## src/rtl/mips32_pkg.sv

```systemverilog
// Shared definitions for the mips32 boot loader: FSM states and load-stream header layout.
package mips32_pkg;

  typedef enum logic [2:0] {
    ST_IDLE    = 3'd0,
    ST_LOAD    = 3'd1,
    ST_CHECK   = 3'd2,
    ST_RELEASE = 3'd3,
    ST_RUN     = 3'd4,
    ST_ERROR   = 3'd5
  } state_t;

  localparam logic [15:0] BOOT_MAGIC = 16'hB007;

  localparam int unsigned HDR_MAGIC_MSB = 31;
  localparam int unsigned HDR_MAGIC_LSB = 16;
  localparam int unsigned HDR_LEN_MSB   = 15;
  localparam int unsigned HDR_LEN_LSB   = 0;

endpackage

```

## src/rtl/mips32_boot_loader.sv

```systemverilog
// Loads a header/data/checksum word stream into instruction memory, then
// releases the mips32 core from reset once the XOR checksum matches.
module mips32_boot_loader
  import mips32_pkg::*;
#(
  parameter int unsigned ADDR_W      = 8,
  parameter int unsigned RELEASE_DLY = 4
) (
  input  logic              clock,
  input  logic              reset,
  input  logic              in_valid,
  input  logic [31:0]       in_data,
  output logic              in_ready,
  output logic              imem_we,
  output logic [ADDR_W-1:0] imem_addr,
  output logic [31:0]       imem_wdata,
  output logic              cpu_reset,
  output logic              done,
  output logic              error,
  output logic [ADDR_W:0]   words_loaded
);

  localparam int unsigned DEPTH = 32'd1 << ADDR_W;
  localparam int unsigned CNT_W = ADDR_W + 1;

  state_t      r_state;
  logic [15:0] r_len;
  logic [31:0] r_xor;
  logic [3:0]  r_dly;

  logic        w_xfer;
  logic [15:0] w_magic;
  logic [15:0] w_len;
  logic        w_hdr_bad;
  logic        w_last;

  assign w_xfer    = in_valid & in_ready;
  assign w_magic   = in_data[HDR_MAGIC_MSB:HDR_MAGIC_LSB];
  assign w_len     = in_data[HDR_LEN_MSB:HDR_LEN_LSB];
  assign w_hdr_bad = (w_magic != BOOT_MAGIC) || (32'(w_len) > DEPTH);
  assign w_last    = (32'(words_loaded) + 32'd1) == 32'(r_len);

  // words_loaded doubles as the write index; its low ADDR_W bits address memory,
  // so reaching DEPTH never produces a wrapped write.
  always_ff @(posedge clock or posedge reset) begin
    if (reset) begin
      r_state      <= ST_IDLE;
      in_ready     <= 1'b0;
      imem_we      <= 1'b0;
      imem_addr    <= '0;
      imem_wdata   <= '0;
      cpu_reset    <= 1'b1;
      done         <= 1'b0;
      error        <= 1'b0;
      words_loaded <= '0;
      r_len        <= '0;
      r_xor        <= '0;
      r_dly        <= '0;
    end else begin
      imem_we <= 1'b0;
      unique case (r_state)
        ST_IDLE: begin
          in_ready <= 1'b1;
          if (w_xfer) begin
            words_loaded <= '0;
            r_xor        <= '0;
            r_len        <= w_len;
            if (w_hdr_bad) begin
              r_state  <= ST_ERROR;
              in_ready <= 1'b0;
              error    <= 1'b1;
            end else if (w_len == 16'd0) begin
              r_state <= ST_CHECK;
            end else begin
              r_state <= ST_LOAD;
            end
          end
        end
        ST_LOAD: begin
          if (w_xfer) begin
            imem_we      <= 1'b1;
            imem_addr    <= words_loaded[ADDR_W-1:0];
            imem_wdata   <= in_data;
            words_loaded <= words_loaded + CNT_W'(1);
            r_xor        <= r_xor ^ in_data;
            if (w_last) r_state <= ST_CHECK;
          end
        end
        ST_CHECK: begin
          if (w_xfer) begin
            in_ready <= 1'b0;
            if (in_data == r_xor) begin
              r_state <= ST_RELEASE;
              r_dly   <= 4'(RELEASE_DLY);
            end else begin
              r_state <= ST_ERROR;
              error   <= 1'b1;
            end
          end
        end
        ST_RELEASE: begin
          // Counter loaded with RELEASE_DLY; leaving on the count of one gives exactly RELEASE_DLY cycles.
          if (r_dly <= 4'd1) begin
            r_state   <= ST_RUN;
            cpu_reset <= 1'b0;
            done      <= 1'b1;
          end else begin
            r_dly <= r_dly - 4'd1;
          end
        end
        ST_RUN, ST_ERROR: begin
        end
        default: begin
          r_state  <= ST_ERROR;
          in_ready <= 1'b0;
          error    <= 1'b1;
        end
      endcase
    end
  end

endmodule

```

## config.mk

```make
export PLATFORM = sky130hd
export DESIGN_NAME = mips32_boot_loader
export DESIGN_NICKNAME = d
export VERILOG_FILES = /design/src/rtl/mips32_pkg.sv /design/src/rtl/mips32_boot_loader.sv
export SDC_FILE = /design/constraint.sdc
export NUM_CORES = 1
export LEC_CHECK = 0
export CORE_MARGIN = 2
export CORE_UTILIZATION = 54
export DETAILED_ROUTE_END_ITERATION = 8
export GPL_ROUTABILITY_DRIVEN = 0
export PLACE_DENSITY = 0.82
export REMOVE_ABC_BUFFERS = 1
export SYNTH_ARGS = -nofsm -noshare
export SYNTH_HDL_FRONTEND = slang
export SYNTH_SLANG_ARGS = --single-unit
export TNS_END_PERCENT = 100
```

## constraint.sdc

```tcl
create_clock -name clock -period 3.9 [get_ports clock]
set_clock_uncertainty 0.2 [all_clocks]
set_input_delay 0.39 -clock clock [delete_from_list [all_inputs] [get_ports clock]]
set_output_delay 0.39 -clock clock [all_outputs]
set_load 0.01 [all_outputs]
```

==> results.md, run 1 <==
| Metric | Value | Unit |
| --- | --- | --- |
| Post-CTS setup-driven buffer insertion count | 0 | - |
| CTS clk-pin slew, worst paths | 110 | ps |
| Starting utilization of the core area | 56.0 | % |
| Number of setup violations in the final report | 0 | - |
| Yosys warning count | 0 | - |
| Number of enable flip-flop cells after synthesis | 0 | - |
| Clk sinks | 109 | - |
| Layout Area Growth over Synthesis | 21.6 | % |
| Number of different library cells in the post-synthesis netlist | 52 | - |
| Share of the yosys chip area belonging to registers | 49.4 | % |
| Worst VDD drop | 0.171 | mV |
| Hold endpoint | cpu_reset | - |
| Clock tree from TritonCTS | yes | - |
| Average routed wire per standard cell | 18.2 | µm |
| Result of the run | finished clean | - |
| Die boundary height | 105 | µm |
| Number of gates resized after CTS | 0 | - |
| Most frequent standard cell in the layout excluding fill and tap cells | dfrtp_1 | - |
| Worst slack on hold paths | 263 | ps |
| Maximum net fanout on the critical path | 10 | - |
| Final hold violation count | 0 | - |
| Async SR Flop Fraction | 100 | % |
| Ranking of synthesized cells by area | dfrtp_1, mux2_2, a22o_1 | - |
| Design Power | 1.93 | mW |
| Port buffer count | 88 | - |
| Global-route wire length before repair | 22300 | µm |
| Depth of the most critical reg-to-reg path | 7 | - |
| Half-perimeter wire length after detailed placement | 9260 | µm |
| Longest individual stage delay on the worst path | 570 | ps |
| Cell with the largest stage delay on the worst path | dfrtp_1 | - |
| Top cell type by total area after synthesis | dfrtp_1 | - |
| Number of remaining DRC errors | 0 | - |
| Core area | 9860 | µm² |
| Portion of the clock cycle consumed by the worst path in the final layout | 67.9 | % |
| Startpoint of the worst hold path | cpu_reset | - |
| Unrepaired setup endpoints after global routing | no | - |
| Highest-count cells in the layout ignoring fill and taps | dfrtp_1, clkdlybuf4s50_1, o21ai_0, mux2_2, a22o_1 | - |
| Cell-by-cell trace of the critical path | ha_1, nand2_1, or4_4, o21ai_1, o211ai_2, nor4_4, a31oi_1 | - |
| Critical Path Start Type | register | - |
| Hold buffers post-CTS | 0 | - |
| R2r endpoint | r_state[0] | - |
| Remaining number of nets flagged by the antenna check after routing | 0 | - |
| Total leakage power | 2.93 | nW |
| Cell count after synthesis | 520 | - |
| Crit path buf inv count | 0 | - |
| Slew of the pin with the lowest slew margin | 764 | ps |
| Final Util | 68.1 | % |
| Seq cells post-synth | 109 | - |
| Share of cells above drive strength 1 | 14.8 | % |
| Number of H-tree levels | 3 | - |
| Die outline width | 105 | µm |
| Crit path DAT | 2680 | ps |
| Worst max-slew margin expressed relative to the limit | 49.1 | % |
| Family of cells with the greatest summed delay on the critical path | simple AND/OR/NAND/NOR gates | - |
| Path type of the worst setup path | reg -> reg | - |
| # Max-Cap Violations | 0 | - |
| Worst min path class | reg -> reg | - |
| Top flip-flop cell by instance count after synthesis | dfrtp_1 | - |
| Number of antenna violations at the first check in global routing | 0 | - |
| Total power density per cell area | 288 | nW/µm² |
| Final Max Slew Viols | 0 | - |
| Grt total ovfl | 0 | - |
| R2r setup slk | 1250 | ps |
| Proportion of netlist area held by the largest area contributor | 48.9 | % |
| CTS Buf Count | 9 | - |
| DRT iter0 DRCs | 246 | - |
| Required time of the critical path | 3940 | ps |
| Netlist area before placement | 5530 | µm² |
| Sum Neg Setup Slack | 0 | ps |
| Avg Cell Area, Syn | 10.6 | µm² |
| Via density per instance | 5.96 | - |
| Pre-antenna DRT Iters | 5 | - |
| Number of nets in the finished design | 637 | - |
| Final antenna diode count | 0 | - |
| Vias in the first global route | 4442 | - |
| Period minus WS final | 2650 | ps |
| Total GRT Usage | 25.1 | % |
| Origin of the critical flop-to-flop path | words_loaded[0] | - |
| Maximum number of pins on one net before global-route repair | 63 | - |
| Fmax | 378 | MHz |
| Area of the die | 11100 | µm² |
| Post-detailed-routing wire length | 13400 | µm |
| Cell depth of the worst min-delay path | 1 | - |
| Clock latency reported for the late side of the worst-skew pair | 380 | ps |
| Clock tree root buffer cell | clkbuf_8 | - |
| Count of vias placed by the detailed router | 4390 | - |
| Rows | 36 | - |
| I/O pin count | 89 | - |
| Max clock buf depth | 2 | - |
| Critical path capture point type | register | - |
==> cell usage after synthesis (9+ instances only) <==
cell type / count
clkbuf_1: 13
nand2b_1: 26
dfrtp_1: 108
inv_1: 30
buf_2: 9
mux2_2: 53
nor3_1: 12
a22o_1: 35
nand3_1: 29
nand2_1: 20
xnor2_1: 25
nand4_1: 16
nor2_1: 12
o21ai_0: 55
==> per-layer routing <==
layer  global-route usage, %  part of all wire (%)  vias to the layer above
met2                    41.5                    50                      132
met1                    33.4                    43                     2199
met3                    4.68                   5.1                       18
li1                        -                     -                     2041
met5                       0                     0                        -
met4                    8.38                   1.5                        0
==> power by group <==
part / internal, mW / switching, mW / total [mW]
clock: 0.301 / 0.397 / 0.698
sequential: 1.13 / 0.000000000874 / 1.13
combinational: 0.0464 / 0.0605 / 0.107
total: 1.48 / 0.458 / 1.93
==> state kept, by name (all words and copies together), names as in the netlist <==
register / count
imem_we: 1
words_loaded: 9
error: 1
r_xor: 32
in_ready: 1
done: 1
r_len: 16
cpu_reset: 1
r_dly: 4
r_state: 3
imem_addr: 8
imem_wdata: 32
==> area by class of cell <==
class                           instances  area, µm²
Clock buffer                            9        124
Clock inverter                          6       73.8
Fill cell                             726       3140
Inverter                               31        119
Multi-Input combinational cell        354       2570
Sequential cell                       109       2730
Tap cell                              133        166
Timing Repair Buffer                   94        938
==> worst max-delay path by stage <==
| stage | from | end | slack, ps | depth (start not counted) |
|---|---|---|---|---|
| finish | words_loaded[0] | r_state[0] | 1250 | 7 |
| global route | words_loaded[0] | r_state[0] | 1090 | 7 |
| CTS | words_loaded[0] | r_state[0] | 1250 | 7 |
| detailed placement | in_data[2] | r_dly[3] | 910 | 7 |
| global placement | in_data[2] | r_dly[0] | 970 | 7 |
| floorplan | reset | done | 440 | 1 |
==> logic make-up after synthesis <==
group	share of synthesized area [%]
xor gates and xnor gates	4.60
adders and majority gates	0.679
buffers and inverters	4.08
DFF	49.4
muxes	11.0
AOI/OAI and AO/OA	15.7
and+or+nand+nor	14.6
==> stage by stage <==
stage | setup slack (ps) | cells | area [µm²]
after detailed placement | 912 | 721 | 6520
after floorplan | 438 | 494 | 5420
final | 1250 | 736 | 6720
after global placement | 973 | 721 | 6520
after global routing | 1090 | 736 | 6720
after CTS | 1250 | 736 | 6720
Note: power is estimated with default switching activity, not from simulation.
==> run 2: changes to the inputs <==
==> constraint.sdc (replaced) <==
create_clock -name clock -period 2.5 [get_ports clock]
set_clock_uncertainty 0.2 [all_clocks]
set_input_delay 0.25 -clock clock [delete_from_list [all_inputs] [get_ports clock]]
set_output_delay 0.25 -clock clock [all_outputs]
set_load 0.01 [all_outputs]
==> run 2 against run 1 <==
Against the previous run: register-to-register slack worse by 1100 ps; sequential power is 56% higher; clock power is 55% higher; hold slack worse by 230 ps; wire length is 4.9% higher; core utilization is 3.2 points higher; setup slack worse by 1100 ps; non-clock buffer count is 42 higher; final area is 4.7% higher; first-iteration DRC count is 6.5% higher; clock-buffer cell count is 1 higher; flip-flop and latch count stayed put; critical endpoint unchanged.
==> results.md, run 2 (synthesized netlist as in run 1, its figures left out) <==
| Metric | Value | Unit | vs previous |
| --- | --- | --- | --- |
| Result of the run | finished clean | - |  |
| Fmax | 419 | MHz | +11% |
| Crit path DAT | 2460 | ps | -220 ps |
| Clock latency reported for the late side of the worst-skew pair | 380 | ps | about the same |
| Register Area | 2730 | µm² | unchanged |
| Final antenna diode count | 0 | - | unchanged |
| Total leakage power | 3.13 | nW | +6.7% |
| Core area | 9860 | µm² | unchanged |
| Power share of the clock group | 35.5 | % | -0.6 points |
| Fill cell count | 696 | - | -4.1% |
| # Max-Cap Violations | 0 | - | unchanged |
| Port buffer count | 88 | - | unchanged |
| Global-route wire length before repair | 23300 | µm | +4.5% |
| Critical Path Start Type | register | - |  |
| Registers with the most flip-flops | imem_wdata: 32 flops, r_xor: 32 flops, r_len: 16 flops | - |  |
| Switching power | 0.718 | mW | +57% |
| Die boundary height | 105 | µm | unchanged |
| Switching Share | 23.6 | % | -0.048 points |
| Clock tree from TritonCTS | yes | - |  |
| Total power density per cell area | 432 | nW/µm² | +50% |
| Via density per instance | 5.93 | - | -0.53% |
| Half-perimeter wire length after detailed placement | 9900 | µm | +7.0% |
| Summed area of non-filler cells in the final layout | 7040 | µm² | +4.7% |
| Pre-antenna DRT Iters | 4 | - | -1 |
| Final hold violation count | 0 | - | unchanged |
| Worst max-slew margin expressed relative to the limit | 63.9 | % | +15 points |
| DRT iter0 DRCs | 262 | - | +6.5% |
| Post-detailed-routing wire length | 14000 | µm | +4.9% |
| Portion of the clock cycle consumed by the worst path in the final layout | 95.4 | % | +28 points |
| Number of setup violations in the final report | 0 | - | unchanged |
| Maximum net fanout on the critical path | 3 | - | -7 |
| Period minus WS final | 2380 | ps | -263 ps |
| Sum Neg Setup Slack | 0 | ps | unchanged |
| Grt total ovfl | 0 | - | unchanged |
| Combined area of the multi-input logic cells | 2580 | µm² | +0.34% |
| Number of nets in the finished design | 679 | - | +6.6% |
| Worst VDD drop | 0.289 | mV | +70% |
| Share of cells above drive strength 1 | 20.6 | % | +5.8 points |
| I/O pin count | 89 | - | unchanged |
| Average routed wire per standard cell | 18.0 | µm | -0.91% |
| Worst min path class | in -> async | - |  |
| Proportion of power drawn by flip-flops and latches | 58.0 | % | -0.4 points |
| Total GRT Usage | 26.5 | % | +1.4 points |
| Clk sinks | 109 | - | unchanged |
| Max clock buf depth | 2 | - | unchanged |
| Number of H-tree levels | 3 | - | unchanged |
| Critical path capture point type | register | - |  |
| Rows | 36 | - | unchanged |
| Comb pwr share | 6.6 | % | +1.1 points |
| Path type of the worst setup path | reg -> reg | - |  |
| Area post-placement | 6840 | µm² | +4.8% |
| Required time of the critical path | 2570 | ps | -1370 ps |
| Maximum number of pins on one net before global-route repair | 39 | - | -38% |
| Slew of the pin with the lowest slew margin | 541 | ps | -223 ps |
| Layout Area Growth over Synthesis | 27.4 | % |  |
| CTS clk-pin slew, worst paths | 110 | ps | about the same |
| Internal power | 2.32 | mW | +57% |
| Area of the die | 11100 | µm² | unchanged |
| Number of antenna violations at the first check in global routing | 0 | - | unchanged |
| Vias in the first global route | 4715 | - | +6.1% |
| Highest-count cells in the layout ignoring fill and taps | dfrtp_1, clkdlybuf4s50_1, o21ai_0, mux2_2, buf_4 | - |  |
| Final Max Slew Viols | 0 | - | unchanged |
| Starting utilization of the core area | 56.0 | % | unchanged |
| Post-CTS setup-driven buffer insertion count | 0 | - | unchanged |
| Count of vias placed by the detailed router | 4622 | - | +5.3% |
| Remaining number of nets flagged by the antenna check after routing | 0 | - | unchanged |
| Clock tree root buffer cell | clkbuf_8 | - |  |
| CTS Buf Count | 9 | - | unchanged |
| Number of remaining DRC errors | 0 | - | unchanged |
| Die outline width | 105 | µm | unchanged |
| Most frequent standard cell in the layout excluding fill and tap cells | dfrtp_1 | - |  |
[run 2: cell count changes in the layout (fill, tap and decap cells not counted)]
cell and change:
buf_4 +42, clkbuf_1 +1, clkinv_2 +2, clkinv_4 -3, clkinvlp_4 +2, ha_1 -1, ha_2 +1, inv_6 -1
nor4_1 -1, nor4_2 +1
[run 2: repair_timing]
| item | in CTS | in global routing |
|---|---|---|
| endpoints found under the setup margin | 0 | 3 |
| gates resized for setup | 0 | 2 |
| hold buffers | 0 | 0 |
[run 2: cell type report]
cell class / instances / share of cell area, %
clock buffers: 10 / 1.81
inverters: 31 / 1.69
repair buffers: 136 / 17.8
multi-input cells: 354 / 36.7
clock inverters: 6 / 0.907
well taps: 133 / 2.36
flip-flops and latches: 109 / 38.8
[run 2: metal layers]
layer	vias to the layer above	track usage (%)	wire [µm]
met4	0	11.0	400
li1	2134	-	-
met3	34	5.99	883
met1	2288	33.7	5850
met5	-	0	0
met2	166	43.6	6890
[run 2: power groups by stage]
stage                     sequential (mW)  clock, mW  combinational (mW)
after floorplan                      1.80          0              0.0573
after global placement               1.80          0               0.197
after detailed placement             1.80          0               0.201
after CTS                            1.76       1.09               0.202
after global routing                 1.76       1.15               0.219
final                                1.76       1.08               0.200
[run 2: worst paths after layout]
check                                start             end  slack (ps)  cells after the start
min in group clock               cpu_reset       cpu_reset         270                      1
hold reg to reg                  cpu_reset       cpu_reset         270                      1
max in group asynchronous            reset  imem_wdata[26]        1470                      3
hold / removal                       reset        r_xor[1]          30                      2
setup reg to reg           words_loaded[0]      r_state[0]         120                      7
setup / recovery           words_loaded[0]      r_state[0]         120                      7
[run 2: worst max-delay path, cell delays in order, from the launching register on]
cell,delay (ps)
dfrtp_1,410
ha_2,300
xor2_1,160
or4_1,420
nor4_2,170
nand4_1,180
nor4_4,320
a31oi_1,120
[run 2: stage by stage]
stage	cells	hold WS, ps	setup slack [ps]	total power [mW]	utilization [%]
5_1_grt	779	67.0	-8.26	3.13	71.4
3_5_place_dp	763	252	-93.1	2.00	69.3
4_1_cts	779	43.4	61.6	3.05	71.3
3_3_place_gp	763	250	-50.5	1.99	69.3
6_report	779	28.5	115	3.04	71.4
2_1_floorplan	494	167	-877	1.85	-
